**config.mk**
```make
export PLATFORM = sky130hd
export DESIGN_NAME = entropy_pool_scheduler
export DESIGN_NICKNAME = d
export VERILOG_FILES = /design/src/rtl/entropy_pkg.sv /design/src/rtl/entropy_xor_pool.sv /design/src/rtl/entropy_pool_scheduler.sv
export SDC_FILE = /design/constraint.sdc
export NUM_CORES = 2
export LEC_CHECK = 0
export ABC_AREA = 1
export BUFFER_PORTS_ARGS = -buffer_cell sky130_fd_sc_hd__buf_2
export CAP_MARGIN = 20
export CELL_PAD_IN_SITES_DETAIL_PLACEMENT = 1
export CELL_PAD_IN_SITES_GLOBAL_PLACEMENT = 1
export CORE_MARGIN = 8
export CORE_UTILIZATION = 40
export CTS_CLUSTER_DIAMETER = 200
export DETAILED_ROUTE_END_ITERATION = 8
export PLACE_DENSITY = 0.88
export SYNTH_ARGS = -nofsm -noshare
export SYNTH_HDL_FRONTEND = slang
export SYNTH_SLANG_ARGS = --single-unit
```
**constraint.sdc**
```tcl
create_clock -name clock -period 5.6 [get_ports clock]
set_clock_uncertainty 0.1 [all_clocks]
set_input_delay 0.56 -clock clock [delete_from_list [all_inputs] [get_ports clock]]
set_output_delay 0.56 -clock clock [all_outputs]
set_load 0.01 [all_outputs]
```
**src/rtl/entropy_pkg.sv**
```systemverilog
// rtl/entropy_pkg.sv - shared types and constants for the entropy pool scheduler
package entropy_pkg;

   localparam int POOL_BITS_DEFAULT = 512;
   localparam int NUM_REQ           = 2;

   typedef enum logic [1:0] {
      ST_FILL  = 2'd0,
      ST_READY = 2'd1,
      ST_SERVE = 2'd2
   } state_t;

   // Never declare a pool full before every bit has been written at least once.
   function automatic logic [31:0] fill_threshold(input logic [31:0] n_samples,
                                                  input logic [31:0] pool_bits);
      return (n_samples > pool_bits) ? n_samples : pool_bits;
   endfunction

endpackage

```
**src/rtl/entropy_xor_pool.sv**
```systemverilog
// rtl/entropy_xor_pool.sv - sample edge detection and XOR-parity pool accumulation
module entropy_xor_pool
   import entropy_pkg::*;
#(
   parameter int POOL_BITS = POOL_BITS_DEFAULT
) (
   input  logic                 clock,
   input  logic                 reset_n,
   input  logic [31:0]          entropy,
   input  logic                 entropy_ready,
   input  logic                 clear,
   output logic [POOL_BITS-1:0] pool,
   output logic [31:0]          sample_count
);

   localparam int IDX_W = $clog2(POOL_BITS);

   logic [IDX_W-1:0] idx;
   logic             ready_q;
   logic             sample_event;
   logic             parity;

   assign sample_event = entropy_ready & ~ready_q;
   assign parity       = ^entropy;

   // History resets high so a strobe already asserted at reset release is not an event.
   always_ff @(posedge clock or negedge reset_n) begin
      if (!reset_n) begin
         ready_q      <= 1'b1;
         pool         <= '0;
         idx          <= '0;
         sample_count <= '0;
      end else begin
         ready_q <= entropy_ready;
         if (clear) begin
            pool         <= '0;
            idx          <= '0;
            sample_count <= '0;
            if (sample_event) begin
               pool[0]      <= parity;
               idx          <= IDX_W'(1);
               sample_count <= 32'd1;
            end
         end else if (sample_event) begin
            pool[idx] <= pool[idx] ^ parity;
            idx       <= idx + IDX_W'(1);
            if (sample_count != 32'hFFFF_FFFF) begin
               sample_count <= sample_count + 32'd1;
            end
         end
      end
   end

endmodule

```
**src/rtl/entropy_pool_scheduler.sv**
```systemverilog
// rtl/entropy_pool_scheduler.sv - fill/ready/serve FSM with round-robin key arbiter
module entropy_pool_scheduler
   import entropy_pkg::*;
#(
   parameter int POOL_BITS = POOL_BITS_DEFAULT
) (
   input  logic                 clock,
   input  logic                 reset_n,
   input  logic [31:0]          entropy,
   input  logic                 entropy_ready,
   input  logic [31:0]          n_samples,
   input  logic [NUM_REQ-1:0]   req,
   output logic [NUM_REQ-1:0]   grant,
   output logic                 key_valid,
   output logic [POOL_BITS-1:0] key,
   output logic                 pool_ready,
   output logic [31:0]          sample_count
);

   state_t                 state;
   logic                   last_gnt;
   logic                   winner;
   logic                   pool_full;
   logic [POOL_BITS-1:0]   pool;

   entropy_xor_pool #(.POOL_BITS(POOL_BITS)) u_pool (
      .clock        (clock),
      .reset_n      (reset_n),
      .entropy      (entropy),
      .entropy_ready(entropy_ready),
      .clear        (state == ST_SERVE),
      .pool         (pool),
      .sample_count (sample_count)
   );

   assign pool_full = (sample_count >= fill_threshold(n_samples, 32'(POOL_BITS)));

   // With both requesting, the one not served last time wins.
   always_comb begin
      winner = req[1];
      if (req == 2'b11) begin
         winner = ~last_gnt;
      end
   end

   always_ff @(posedge clock or negedge reset_n) begin
      if (!reset_n) begin
         state      <= ST_FILL;
         grant      <= '0;
         key_valid  <= 1'b0;
         key        <= '0;
         pool_ready <= 1'b0;
         last_gnt   <= 1'b1;
      end else begin
         grant     <= '0;
         key_valid <= 1'b0;
         case (state)
            ST_FILL: begin
               if (pool_full) begin
                  state      <= ST_READY;
                  pool_ready <= 1'b1;
               end
            end
            ST_READY: begin
               if (req != '0) begin
                  state      <= ST_SERVE;
                  pool_ready <= 1'b0;
                  grant      <= winner ? 2'b10 : 2'b01;
                  key_valid  <= 1'b1;
                  key        <= pool;
                  last_gnt   <= winner;
               end
            end
            ST_SERVE: begin
               state <= ST_FILL;
            end
            default: begin
               state <= ST_FILL;
            end
         endcase
      end
   end

endmodule

```
* After elaboration in Yosys (flattened, before gate mapping)
Cells that the tools add are included.
Widths: inputs -> output; s select.
** Storage, ports and cells
- Bits in registers :: 1073
** Cells by class
- $add $sub $neg :: 2
- Order comparisons :: 4
- Eq/ne operators :: 6
- Multiplexer cells :: 28
- Bitwise logic cells :: 4
- Reductions and logical operators :: 11
** Operators by type and width (count)
- $mux 512 :: 2
- $bwmux 512 :: 1
- $mux 32 :: 4
- $add 32x1->32 const B :: 1
- $ge 32x32->1 :: 1
- $gt 32x10->1 const B :: 1
- $ne 32x32->1 const B :: 1
- $reduce_xor 32->1 :: 1
- $mux 9 :: 2
- $lt 9x10->1 const B :: 1
- $mux 1 :: 10
- $mux 2 :: 5
- $add 9x1->9 const B :: 1
- $bmux 1 s9 :: 1
- $demux 1 s9 :: 1
- $ge 9x1->1 const B :: 1
- $reduce_bool 2->1 :: 4
- $reduce_and 2->1 :: 3
- $eq 2x2->1 const B :: 2
- $ne 2x2->1 const B :: 2
- $pmux 2 s2 :: 1
- $reduce_and 3->1 :: 1
- $eq 2x1->1 const B :: 1
- $logic_not 2->1 :: 1
- other kinds (5) :: 6

* Longest topological paths before layout
- Word-level depth :: 7
- Gate-level depth with buffers :: 24
- Mapped depth without buffers :: 19

* Cells and area by module
From an unflattened synthesis, not the netlist that was laid out.
** Second synthesis, totals
- Cell total of the unflattened synthesis :: 8190
- Area, all modules :: 55398.1 um^2
** Modules (own cells, without submodules)
- entropy_xor_pool :: instances 1, cells each 5836, area an instance 35034.9 um^2, seq. area each 13864.5 um^2
- entropy_pool_scheduler :: instances 1, cells each 2354, area an instance 20363.3 um^2, seq. area each 12988.7 um^2

* Worst setup path after synthesis
Ideal clock, no wire load.
- Kind :: input to register
- From :: input n_samples[28]
- To :: register pool_ready
- Setup time :: 128 ps
- Arrival :: 2542 ps
- Required time :: 5372 ps
- Setup slack :: 2831 ps
- Cell stages on the path :: 16
- Cells stage by stage :: nor4_1 -> nand3_1 -> nor3_1 -> inv_1 -> nand2_1 -> ha_1 -> a21oi_1 -> nor2_1 -> a211oi_1 -> a21oi_1 -> nor2_1 -> o21ai_0 -> nand2_1 -> a21oi_1 -> o21ai_0 -> nand2_1
** On the way
- Longest elaborated chain between the ends :: 5
** RTL lines
- start, declared :: line entropy_pool_scheduler.sv:11 : input logic [31:0] n_samples,
- $gt 32x10->1 :: line entropy_pkg.sv:16 : return (n_samples > pool_bits) ? n_samples : pool_bits;
- $mux 32 * :: line entropy_pkg.sv:16
- $ge 32x32->1 * :: line entropy_pool_scheduler.sv:36 : assign pool_full = (sample_count >= fill_threshold(n_samples, 32'(POOL_BITS)));
- $ne 2x2->1 (no source line) *
- $reduce_and 3->1 (no source line) *
- end signal, assigned :: line entropy_pool_scheduler.sv:52 : pool_ready <= 1'b0;
- end signal, assigned :: line entropy_pool_scheduler.sv:61 : pool_ready <= 1'b1;
- end signal, assigned :: line entropy_pool_scheduler.sv:67 : pool_ready <= 1'b0;
- end, declared :: line entropy_pool_scheduler.sv:16 : output logic pool_ready,
Every way passes the cells marked *; elsewhere a longest branch is shown, timed or not.
A chain may end at the register's enable or synchronous reset.

* Worst setup path after layout
- From :: register u_pool.idx[0]
- To :: register u_pool.pool[218]
** On the way
- Longest elaborated chain between the ends :: 7
** RTL lines
- start, declared :: line entropy_xor_pool.sv:18 : logic [IDX_W-1:0] idx;
- start signal, assigned :: line entropy_xor_pool.sv:46 : idx <= idx + IDX_W'(1);
- branches (longest 4 deep; another with $bmux 1 s9)
- $bwmux 512 * :: line entropy_xor_pool.sv:45 : pool[idx] <= pool[idx] ^ parity;
- $mux 512 * :: line entropy_xor_pool.sv:44 : end else if (sample_event) begin
- $mux 512 * :: line entropy_xor_pool.sv:35 : if (clear) begin
- end signal, assigned by index :: line entropy_xor_pool.sv:45
- end, declared :: line entropy_xor_pool.sv:12 : output logic [POOL_BITS-1:0] pool,
Every way passes the cells marked *. The select of a mux whose other input is x is not followed.

==> flow_summary.toml <==
[synth]
async_flop_share_pct = 100
postSynthCellCount = 7827
synth_fp_nets = 7933
avgSynthCellArea_sq_um = 7.05
synth_edf_count = 0
ys_seq_area_share_pct = 48.7
syn_area_sq_mm = 0.0552
ys.warnings.count = 0
synth_flop_cell = "dfrtp_1"
synth_cell_types = 37
synth_seq_cells = 1073

[sta]
fmax_mhz = 213
timing.final.max_slew_violations = 0
max_slew_margin_pct = 20.8
grt_setup_unrepaired = "false"
setup_violations = 0
fin_crit_ns = 4.69
period_share_pct = 83.8
hold_viol = 0
worstMarginPinSlew_ns = 1.19
fin_setup_tns_ns = 0

[global_routing]
track_usage_pct = 29.4
grt_pass1_wl_microns = 348000
antenna_found_initial = 1
grt_pass1_vias = 58500
grt-ovfl-total = 0
grt_max_degree = 164

[outcome]
status = "completed"

[placement]
gp_congestion = 0.861
port_buffers = 616
dp_hpwl_microns = 149000

[setup_path]
cp_max_fo = 133
cp-end-kind = "register"
worstPathArrival_ns = 5.27
critPathRequiredTime_ns = 6.18
crit_type = "register to register"
critPathLaunchType = "register"

[layout]
fillers = 17600
multiInputGateArea_sq_mm = 0.0221
ff_latch_area_sq_mm = 0.0269
layout_common_cells = "nand2_1, nor2_1, dfrtp_1"
syn2layout_area_growth_pct = 15.3
fin_util_pct = 46.4
final_common_cell = "nand2_1"
post_route_cells_drive_above_1_share_pct = 11.4
fin_nets = 8301
n_antenna_cell = 0

[worst_hold_path]
hold_class = "input port to register"

[die]
rows = 136
ioPinCount = 617
fp.coreArea_sq_mm = 0.137
die_area_sq_mm = 0.150
start_util_pct = 40.2
die_h_microns = 387
die_w_microns = 387

[clock_network]
cts_resized = 0
numCtsBuffers = 119
cts.sinks = 1073
post_cts_buffers = 0
root_buffer = "clkbuf_16"
path_clk_slew_ns = 0.06
h-tree-depth = 3
insertion_delay_ns = 0.78
clock_path_buffers = 3
cts_tree = "yes"

[pwr]
peakVddDrop_uv = 861
p_leak_nw = 35.2
power_density_mw_per_mm2 = 423

[route]
drtAntennaViolNets = 0
routed_wl_microns = 228000
drt_iter0_drc = 4503
wire_per_inst_microns = 22.6
vias = 54900
drc = 0
viasPerCell = 5.44
first_pass_iters = 6

[flow_run]
drv_cap = 0
[critical path: stages, from the launching register on]
cell,delay (ns)
dfrtp_4,0.53
inv_8,0.62
buf_4,0.43
nand2_1,0.10
nand3_1,0.09
nand2_1,0.10
nand2_1,0.07
nand2_1,0.06
nor2_1,0.13
nor2_1,0.08
nor2_1,0.14
nand2_1,0.07
nand2_1,0.12
nand2_1,0.17
nor2_1,0.30
nand3_4,0.41
buf_12,0.37
nand3_1,0.26
nand2_1,0.10
inv_1,0.10
[per-layer routing]
layer | vias up | share of wire, % | track usage [%]
met2 | 2168 | 47 | 48.2
met4 | 0 | 7.3 | 19.5
met5 | - | 0 | 0
met3 | 765 | 6.5 | 4.80
li1 | 24500 | - | -
met1 | 27500 | 39 | 35.7
[cell families (layout without fill, tap and decap cells)]
| logic type | after synthesis | count (layout) | synth area share [%] |
|---|---|---|---|
| compound gates | 642 | 642 | 6.16 |
| xor+xnor | 39 | 39 | 0.619 |
| fa+ha+maj | 37 | 37 | 0.839 |
| buf+inv | 1558 | 2027 | 11.4 |
| flops | 1073 | 1073 | 48.7 |
| simple gates | 4478 | 4478 | 32.3 |
[cell usage after synthesis (31+ instances only)]
cell type  number  area (sq um)
o211ai_1       46           345
nor3_1         31           155
inv_1        1086          4080
buf_2         125           626
a21oi_1        51           255
nor2_1       1696          6370
dfrtp_1      1071         26800
o21ai_1        31           155
o21ai_0       489          2450
nand2_1      2017          7570
nand3_1       707          3540
ha_1           37           463
clkbuf_1      285          1070
[stage by stage]
stage / power [mW] / hold slack, ns / setup WS (ns) / instances / instance area, sq um
CTS: 26.9 / 0.263 / 0.952 / 10100 / 63600
finish: 26.9 / 0.324 / 0.905 / 10100 / 63600
floorplan: 15.2 / 0.164 / 2.83 / 7827 / 55200
global route: 28.0 / 0.377 / 0.709 / 10100 / 63600
detailed placement: 18.5 / 0.356 / 1.09 / 9862 / 59500
global placement: 18.3 / 0.352 / 1.27 / 9861 / 59500
[state kept, by name, summed over array words and instances, names as in the netlist, 2 cells and up]
name	flops
u_pool.pool	512
u_pool.sample_count	32
u_pool.idx	9
state	2
key	512
grant	2
[power by group]
part           internal, mW  total, mW  switching (mW)
clock                  4.78       8.32            3.54
sequential             8.14       8.44           0.301
combinational          2.08       10.1            8.05
total                  15.0       26.9            11.9
[final cells by class]
| class | count | share of cell area (%) |
|---|---|---|
| Tap cell | 1794 | 3.53 |
| Timing Repair Buffer | 713 | 6.69 |
| Multi-Input combinational cell | 5196 | 34.7 |
| Inverter | 1092 | 6.49 |
| Clock buffer | 161 | 5.30 |
| Clock inverter | 61 | 1.12 |
| Sequential cell | 1073 | 42.2 |
[path summary, 6_finish.rpt]
path | startpoint | endpoint | slack (ns) | cells after the start
max in group asynchronous | reset_n | key[487] | 3.61 | 3
min in group asynchronous | reset_n | key[200] | 0.35 | 2
min reg2reg | key[392] | key[392] | 0.36 | 2
max | u_pool.idx[0] | u_pool.pool[218] | 0.91 | 19
max reg2reg | u_pool.idx[0] | u_pool.pool[218] | 0.91 | 19
min | n_samples[31] | state[0] | 0.32 | 7
[repair_timing]
action	4_1_cts	5_1_grt
hold buffers	5	0
hold endpoints to repair	99	0
setup endpoints to repair	0	0
No activity file was read; power rests on OpenSTA's default activity.
